## config.mk

```make
export PLATFORM = sky130hd
export DESIGN_NAME = tick_timer_sched
export DESIGN_NICKNAME = d
export VERILOG_FILES = /design/src/rtl/tick_timer_sched_pkg.sv /design/src/rtl/tick_timer_sched_tick_gen.sv /design/src/rtl/tick_timer_sched.sv
export SDC_FILE = /design/constraint.sdc
export NUM_CORES = 1
export LEC_CHECK = 0
export CAP_MARGIN = 20
export CORE_ASPECT_RATIO = 0.6
export CORE_UTILIZATION = 56
export CTS_CLUSTER_DIAMETER = 40
export DETAILED_ROUTE_END_ITERATION = 10
export GPL_TIMING_DRIVEN = 0
export PLACE_DENSITY = 0.92
export SKIP_CTS_REPAIR_TIMING = 1
export SLEW_MARGIN = 5
export SYNTH_ARGS = -nofsm -noshare
export SYNTH_HDL_FRONTEND = slang
export SYNTH_SLANG_ARGS = --single-unit
```

## constraint.sdc

```tcl
create_clock -name sys_clk -period 2.14 [get_ports sys_clk]
set_input_delay 0.642 -clock sys_clk [delete_from_list [all_inputs] [get_ports sys_clk]]
set_output_delay 0.642 -clock sys_clk [all_outputs]
set_load 0.005 [all_outputs]
```

## src/rtl/tick_timer_sched_pkg.sv

```systemverilog
// Shared definitions for the tick timer scheduler.
// Holds the per-channel FSM state encoding used by tick_timer_sched.
package tick_timer_sched_pkg;

   localparam logic [0:0] IDLE = 1'b0;
   localparam logic [0:0] RUN  = 1'b1;

endpackage

```

## src/rtl/tick_timer_sched_tick_gen.sv

```systemverilog
// tick_gen: shared slow-tick prescaler.
// Counts 0..CNT_MAX while enabled and emits a one-cycle registered tick once per period.
// When disabled, the counter is held at 0 so a restart always yields a full first period.
// Requires CNT_MAX >= 1.
// Ports:
//   sys_clk    in   system clock
//   sys_rst_n  in   asynchronous active-low reset
//   en         in   prescaler enable
//   tick       out  one-cycle tick, period CNT_MAX+1 clocks
module tick_gen #(
   parameter int unsigned CNT_MAX = 24_999_999
) (
   input  logic sys_clk,
   input  logic sys_rst_n,
   input  logic en,
   output logic tick
);

   localparam int unsigned CntW = (CNT_MAX < 2) ? 1 : $clog2(CNT_MAX + 1);
   localparam logic [CntW-1:0] CntLast = CntW'(CNT_MAX);
   localparam logic [CntW-1:0] CntPre  = CntW'(CNT_MAX - 1);

   logic [CntW-1:0] cnt_q, cnt_d;
   logic            tick_d;

   always_comb begin
      cnt_d  = '0;
      tick_d = 1'b0;
      if (en) begin
         cnt_d  = (cnt_q == CntLast) ? '0 : cnt_q + 1'b1;
         // Registered one cycle early so the tick lands on the wrap cycle.
         tick_d = (cnt_q == CntPre);
      end
   end

   always_ff @(posedge sys_clk or negedge sys_rst_n) begin
      if (!sys_rst_n) begin
         cnt_q <= '0;
         tick  <= 1'b0;
      end else begin
         cnt_q <= cnt_d;
         tick  <= tick_d;
      end
   end

endmodule

```

## src/rtl/tick_timer_sched.sv

```systemverilog
// tick_timer_sched: multi-channel timeout scheduler sharing one slow-tick prescaler.
// Each channel loads a delay in ticks on req, counts it down on the shared tick and
// pulses done on expiry. The prescaler runs only while at least one channel is busy.
// Ports:
//   sys_clk    in   system clock
//   sys_rst_n  in   asynchronous active-low reset
//   req        in   per-channel start/restart strobe
//   dly        in   packed per-channel delays, channel i = dly[i*DLY_W +: DLY_W]
//   cancel     in   per-channel abort strobe (beats req)
//   busy       out  per-channel counting flag
//   done       out  per-channel one-cycle expiry pulse
//   tick       out  shared prescaler tick
//   any_busy   out  OR of busy, also the prescaler enable
module tick_timer_sched
   import tick_timer_sched_pkg::*;
#(
   parameter int unsigned CNT_MAX = 24_999_999,
   parameter int unsigned N_CH    = 4,
   parameter int unsigned DLY_W   = 8
) (
   input  logic                    sys_clk,
   input  logic                    sys_rst_n,
   input  logic [N_CH-1:0]         req,
   input  logic [N_CH*DLY_W-1:0]   dly,
   input  logic [N_CH-1:0]         cancel,
   output logic [N_CH-1:0]         busy,
   output logic [N_CH-1:0]         done,
   output logic                    tick,
   output logic                    any_busy
);

   logic [N_CH-1:0] state_d;

   tick_gen #(
      .CNT_MAX (CNT_MAX)
   ) u_tick_gen (
      .sys_clk   (sys_clk),
      .sys_rst_n (sys_rst_n),
      .en        (any_busy),
      .tick      (tick)
   );

   for (genvar i = 0; i < int'(N_CH); i++) begin : g_ch
      logic [0:0]       st_q, st_d;
      logic [DLY_W-1:0] rem_q, rem_d;
      logic             done_q, done_d;
      logic [DLY_W-1:0] dly_i;

      assign dly_i = dly[i*DLY_W +: DLY_W];

      always_comb begin
         st_d   = st_q;
         rem_d  = rem_q;
         done_d = 1'b0;
         if (cancel[i]) begin
            st_d  = IDLE;
            rem_d = '0;
         end else if (req[i]) begin
            if (dly_i == '0) begin
               st_d   = IDLE;
               rem_d  = '0;
               done_d = 1'b1;
            end else begin
               // Restart reloads; a tick in the same cycle is deliberately dropped.
               st_d  = RUN;
               rem_d = dly_i;
            end
         end else if ((st_q == RUN) && tick) begin
            if (rem_q > DLY_W'(1)) begin
               rem_d = rem_q - 1'b1;
            end else begin
               st_d   = IDLE;
               rem_d  = '0;
               done_d = 1'b1;
            end
         end
      end

      always_ff @(posedge sys_clk or negedge sys_rst_n) begin
         if (!sys_rst_n) begin
            st_q   <= IDLE;
            rem_q  <= '0;
            done_q <= 1'b0;
         end else begin
            st_q   <= st_d;
            rem_q  <= rem_d;
            done_q <= done_d;
         end
      end

      assign state_d[i] = (st_d == RUN);
      assign busy[i]    = (st_q == RUN);
      assign done[i]    = done_q;
   end

   // Built from next-state so the prescaler enables in the same cycle busy rises and a
   // same-cycle expiry/start handover keeps it running without a clear.
   always_ff @(posedge sys_clk or negedge sys_rst_n) begin
      if (!sys_rst_n) begin
         any_busy <= 1'b0;
      end else begin
         any_busy <= |state_d;
      end
   end

endmodule

```

==> results of run 1 <==
[final timing paths]
path | startpoint | to | slack, ps | cells past startpoint
worst min-delay path | sys_rst_n | g_ch[3].rem_q[2]$_DFFE_PN0P_ | 400 | 1
max in group asynchronous | sys_rst_n | g_ch[1].rem_q[5]$_DFFE_PN0P_ | 1190 | 1
worst max register to register | g_ch[1].rem_q[0]$_DFFE_PN0P_ | g_ch[1].rem_q[2]$_DFFE_PN0P_ | 40 | 7
worst max-delay path | g_ch[1].rem_q[0]$_DFFE_PN0P_ | g_ch[1].rem_q[2]$_DFFE_PN0P_ | 40 | 7
min in group sys_clk | u_tick_gen.cnt_q[0]$_DFF_PN0_ | u_tick_gen.cnt_q[0]$_DFF_PN0_ | 500 | 1
worst min register to register | u_tick_gen.cnt_q[0]$_DFF_PN0_ | u_tick_gen.cnt_q[0]$_DFF_PN0_ | 500 | 1
[cell type report]
type	instances	area, um^2	share of cell area, %
Sequential cell	67	1680	33.0
Buffer	28	166	3.27
Inverter	36	135	2.66
Clock buffer	11	253	4.97
Timing Repair Buffer	47	468	9.20
Tap cell	87	109	2.14
Clock inverter	5	75.1	1.48
Multi-Input combinational cell	323	2200	43.3
[flip-flops by register name (all words and copies together), names as in the netlist]
register          count
any_busy              1
g_ch.done_q           4
g_ch.rem_q           32
g_ch.st_q             4
u_tick_gen.cnt_q     25
u_tick_gen.tick       1
[metal layers]
layer	global-route usage, %	share of wire [%]
met3	8.13	8.9
met2	48.5	44
met1	41.3	45
met4	12.0	2.2
met5	0	0
[report_power, final]
part	switching [mW]	total, mW	internal (mW)
Sequential	0.146	1.52	1.38
Clock	0.557	1.63	1.08
Combinational	0.458	0.816	0.358
[cells by family after synthesis]
group / after synthesis / synth area share, %
and+or+nand+nor: 169 / 23.4
AOI/OAI and AO/OA: 129 / 22.8
DFF: 67 / 40.5
buffers and inverters: 64 / 7.19
xor gates and xnor gates: 15 / 3.17
adders and majority gates: 10 / 3.02
[placed cells by master, fill, tap and decap left out, types with 5 or more instances in the layout]
cell,instances
buf_4,12
dfrtp_1,67
a32oi_1,5
a31oi_1,13
inv_1,36
ha_1,10
a221oi_1,5
o31ai_1,13
clkbuf_1,12
and3_1,8
nor2_1,31
a22o_1,6
a21oi_1,19
or3_1,7
clkdlybuf4s50_1,46
xor2_1,13
nand3_1,15
nand4_1,13
and4_1,6
nand2_1,32
nor4_1,8
or4_1,9
clkbuf_16,9
nor3b_1,8
nor3_1,9
o22ai_1,5
o21ai_0,14
or2_2,5
[stage by stage]
step | instance area (um^2) | hold slack, ps | util (%) | setup TNS [ps] | std cells
finish | 5080 | 401 | 73.6 | 0 | 604
global placement | 4720 | 486 | 68.3 | -121470 | 588
global route | 5080 | 472 | 73.6 | 0 | 604
CTS | 5040 | 437 | 73.0 | -182 | 604
detailed placement | 4720 | 496 | 68.3 | -2410 | 588
floorplan | 4140 | 346 | - | 0 | 454
==> flow_metrics.env, run 1 <==
export IMPL_outcome="complete, no violations"
export IMPL_first_iter_violations=547
export IMPL_cts_root_buffer="clkbuf_16"
export IMPL_synthTopCellsByCount="dfrtp_1 (67), inv_1 (36), nand2_1 (32)"
export IMPL_synth_edf_count=0
export IMPL_grt_overflow_total=0
export IMPL_path_clk_slew_ps=60
export IMPL_core_area_mm2=0.00691
export IMPL_syn_avg_cell_area_um2=9.12
export IMPL_pin_count=52
export IMPL_route_detailed_drc=0
export IMPL_wire_per_inst_um=18.6
export IMPL_yosysUniqueCellTypes=61
export IMPL_slew_violations=0
export IMPL_area_delta_synth_final_pct=22.8
export IMPL_synth_area_top_cells="dfrtp_1 (40%), inv_1 (3.3%), ha_1 (3.0%)"
export IMPL_syn_area_mm2=0.00414
export IMPL_final_layout_size_suffix_gt1_share_pct=11.0
export IMPL_grt_pass1_vias=3789
export IMPL_die_h_um=68.6
export IMPL_skew_ps=4.67
export IMPL_drv_cap=0
export IMPL_h_tree_depth=3
export IMPL_p_total_mw=3.97
export IMPL_postLayoutSetupSlackWorst_ps=41.8
export IMPL_cts_tree="built"
export IMPL_initial_core_util_pct=59.9
export IMPL_avgViaCountPerCell=6.73
export IMPL_clock_sinks=67
export IMPL_ys_seq_area_share_pct=40.5
export IMPL_cpPeakStageDelay_ps=450
export IMPL_n_antenna_cell=0
export IMPL_ant_nets=0
export IMPL_period_share_pct=98.0
export IMPL_gr_usage_all_layers_pct=30.8
export IMPL_fin_nets=564
export IMPL_rows=23
export IMPL_rsz0062_at_grt="no"
export IMPL_fp_dieW_um=113
export IMPL_netlist_area_leader_share_pct=40.5
export IMPL_slew_headroom_pct=44.0
export IMPL_ys_ff_latch=67
export IMPL_portBuffers=47
export IMPL_crit_fanout=10
export IMPL_clock_path_buffers=2
export IMPL_setup_viol_count_final=0
export IMPL_cts_made_buffers=9
export IMPL_worstSkewPairLatency_ps=340
export IMPL_min_path_type="in -> async"
export IMPL_fmax_ghz=0.477
export IMPL_place_congestion=0.891
export IMPL_synth_ff_type="dfrtp_1"
export IMPL_cp_slowest_cell="dfrtp_1"
export IMPL_crit_chain="inv_1, ha_1, or2_2, a31oi_2, clkbuf_4, a31oi_1, o22ai_1"
export IMPL_dr_pass1_iters=5
export IMPL_irDropWorstVdd_v=0.000643
export IMPL_syn_nets=506
export IMPL_synth_top_area_cell="dfrtp_1"
export IMPL_power_density_mw_per_mm2=781
export IMPL_syn_instance_count=454
export IMPL_ys_async_sr_fraction_pct=100
export IMPL_grt_pass1_wl_um=18200
export IMPL_cp_required_ps=2390
export IMPL_min_period_ps=2100
export IMPL_path_buf_inv=2
export IMPL_crit_type="reg -> reg"
export IMPL_die_area_mm2=0.00775
export IMPL_vias=4062
export IMPL_antenna_found_initial=0
export IMPL_cp_start_kind="flop"
export IMPL_cp_arrival_ps=2350
export IMPL_drt_wl_total_um=11200
export IMPL_yosysWarningCount=0
export IMPL_place_ws_ps=-365
export IMPL_yosysMostFrequentCell="dfrtp_1"
export IMPL_grt_max_degree=68
export IMPL_tightest_slew_ps=840
export IMPL_p_leak_nw=2.17
export IMPL_hpwl_um=7780
export IMPL_final_hold_viol_count=0
export IMPL_crit_path_end_kind="flop"
export IMPL_crit_family="compound AO/OA/AOI/OAI gates"
export IMPL_fillers=500
Power figures use the tool's default switching activity.
==> run 2, diff against run 1 <==
- CORE_MARGIN: default -> 3
==> run 2 against run 1 <==
  * Clock skew about the same
  * Register-to-register slack improved by 60 ps
  * Non-clock buffer count unchanged
  * Via count increased by 2.0%
  * Cell count unchanged
  * Clock-buffer cell count decreased by 2
  * Cell area increased by 0.34%
  * Global-route usage decreased by 1.9 points
  * Die area increased by 9.6%
  * First-iteration DRC count decreased by 8.0%
  * Critical path type is now reg -> out
==> flow_metrics.env, run 2 (synthesis gave the netlist of run 1 again) <==
export IMPL_layout_commonest_cell="dfrtp_1"
export IMPL_place_congestion=0.989
export IMPL_postLayoutSetupSlackWorst_ps=61.1
export IMPL_multi_input_area_mm2=0.00218
export IMPL_portBuffers=47
export IMPL_n_antenna_cell=0
export IMPL_power_density_mw_per_mm2=816
export IMPL_tightest_slew_ps=856
export IMPL_crit_fanout=6
export IMPL_dpl_cell_count=588
export IMPL_first_iter_violations=503
export IMPL_antenna_found_initial=0
export IMPL_cp_required_ps=1500
export IMPL_reg_top3="g_ch.rem_q x32, u_tick_gen.cnt_q x25"
export IMPL_initial_core_util_pct=59.9
export IMPL_fmax_ghz=0.481
export IMPL_crit_path_end_kind="output pin"
export IMPL_fillers=477
export IMPL_wire_per_inst_um=19.8
export IMPL_cts_tree="built"
export IMPL_finalInstanceArea_mm2=0.00510
export IMPL_layout_cells_non_filler=604
export IMPL_die_h_um=72.6
export IMPL_cp_start_kind="flop"
export IMPL_skew_ps=5.04
export IMPL_fp_dieW_um=117
export IMPL_slew_headroom_pct=43.0
export IMPL_grt_max_degree=68
export IMPL_min_period_ps=2080
export IMPL_clock_sinks=67
export IMPL_clock_path_buffers=2
export IMPL_irDropWorstVdd_v=0.000716
export IMPL_die_area_mm2=0.00849
export IMPL_final_layout_size_suffix_gt1_share_pct=10.6
export IMPL_h_tree_depth=3
export IMPL_cp_arrival_ps=1440
export IMPL_ant_nets=0
export IMPL_grt_pass1_vias=3876
export IMPL_placedInstanceArea_mm2=0.00472
export IMPL_slew_violations=0
export IMPL_avgViaCountPerCell=6.86
export IMPL_fin_tns_setup_ps=0
export IMPL_fin_nets=564
export IMPL_final_hold_viol_count=0
export IMPL_rows=23
export IMPL_pin_count=52
export IMPL_final_seq_area_mm2=0.00168
export IMPL_drt_wl_total_um=11900
export IMPL_p_leak_nw=2.18
export IMPL_period_share_pct=97.1
export IMPL_crit_type="reg -> out"
export IMPL_min_path_type="in -> async"
export IMPL_drv_cap=0
export IMPL_path_clk_slew_ps=60
export IMPL_outcome="complete, no violations"
export IMPL_regMostFlops="g_ch.rem_q"
export IMPL_cts_root_buffer="clkbuf_16"
export IMPL_utilization_pct=73.9
export IMPL_vias=4144
export IMPL_grt_overflow_total=0
export IMPL_place_ws_ps=-342
export IMPL_setup_viol_count_final=0
export IMPL_final_cell_mix="dfrtp_1 (67), clkdlybuf4s50_1 (46), inv_1 (36)"
export IMPL_largest_reg_flops=32
export IMPL_area_delta_synth_final_pct=23.2
export IMPL_hpwl_um=8140
export IMPL_worstSkewPairLatency_ps=340
export IMPL_grt_pass1_wl_um=19100
export IMPL_route_detailed_drc=0
export IMPL_dr_pass1_iters=8
export IMPL_gr_usage_all_layers_pct=28.9
export IMPL_cts_made_buffers=9
export IMPL_core_area_mm2=0.00691
## run 2: changes by cell type in the layout (fill, tap and decap cells not counted), sizes merged
cell / delta
clkbuf: -2
clkinv: -1
inv: +1
bufinv: +2
## run 2: layout make-up
type | instances | share of cell area [%]
Timing Repair Buffer | 47 | 9.17
Inverter | 36 | 2.65
Tap cell | 87 | 2.13
Multi-Input combinational cell | 323 | 42.8
Clock buffer | 9 | 4.41
Buffer | 28 | 3.26
Clock inverter | 7 | 2.72
Sequential cell | 67 | 32.9
## run 2: worst paths after layout
path                                          startpoint                              to  slack [ps]  depth (start not counted)
setup / recovery                  g_ch[2].st_q$_DFF_PN0_                         busy[2]          60                          2
hold / removal                                 sys_rst_n  u_tick_gen.cnt_q[24]$_DFF_PN0_         410                          1
setup reg to reg            g_ch[1].rem_q[0]$_DFFE_PN0P_    g_ch[1].rem_q[2]$_DFFE_PN0P_         100                          7
hold reg to reg            u_tick_gen.cnt_q[0]$_DFF_PN0_   u_tick_gen.cnt_q[0]$_DFF_PN0_         510                          1
max in group asynchronous                      sys_rst_n  u_tick_gen.cnt_q[10]$_DFF_PN0_        1170                          1
min in group sys_clk       u_tick_gen.cnt_q[0]$_DFF_PN0_   u_tick_gen.cnt_q[0]$_DFF_PN0_         510                          1
## run 2: critical path, cell delays in order, from the launching register on
cell and delay (ps):
dfrtp_1 460, buf_4 150, clkdlybuf4s50_1 490
## run 2: per-layer routing
metal | GRT usage (%) | share of wire, %
met3 | 9.53 | 12
met2 | 42.9 | 44
met5 | 0 | 0
met4 | 7.89 | 1.9
met1 | 40.9 | 42
## run 2: metrics by stage
step / hold slack, ps / total power [mW]
final: 414 / 4.16
after detailed placement: 502 / 2.30
after CTS: 451 / 4.14
after global placement: 486 / 2.25
after global routing: 490 / 4.32
after floorplan: 346 / 2.01
## run 2: report_power, final
| group | switching (mW) | total, mW | internal, mW |
|---|---|---|---|
| clock network | 0.572 | 1.83 | 1.26 |
| logic | 0.466 | 0.819 | 0.353 |
| registers | 0.143 | 1.52 | 1.37 |
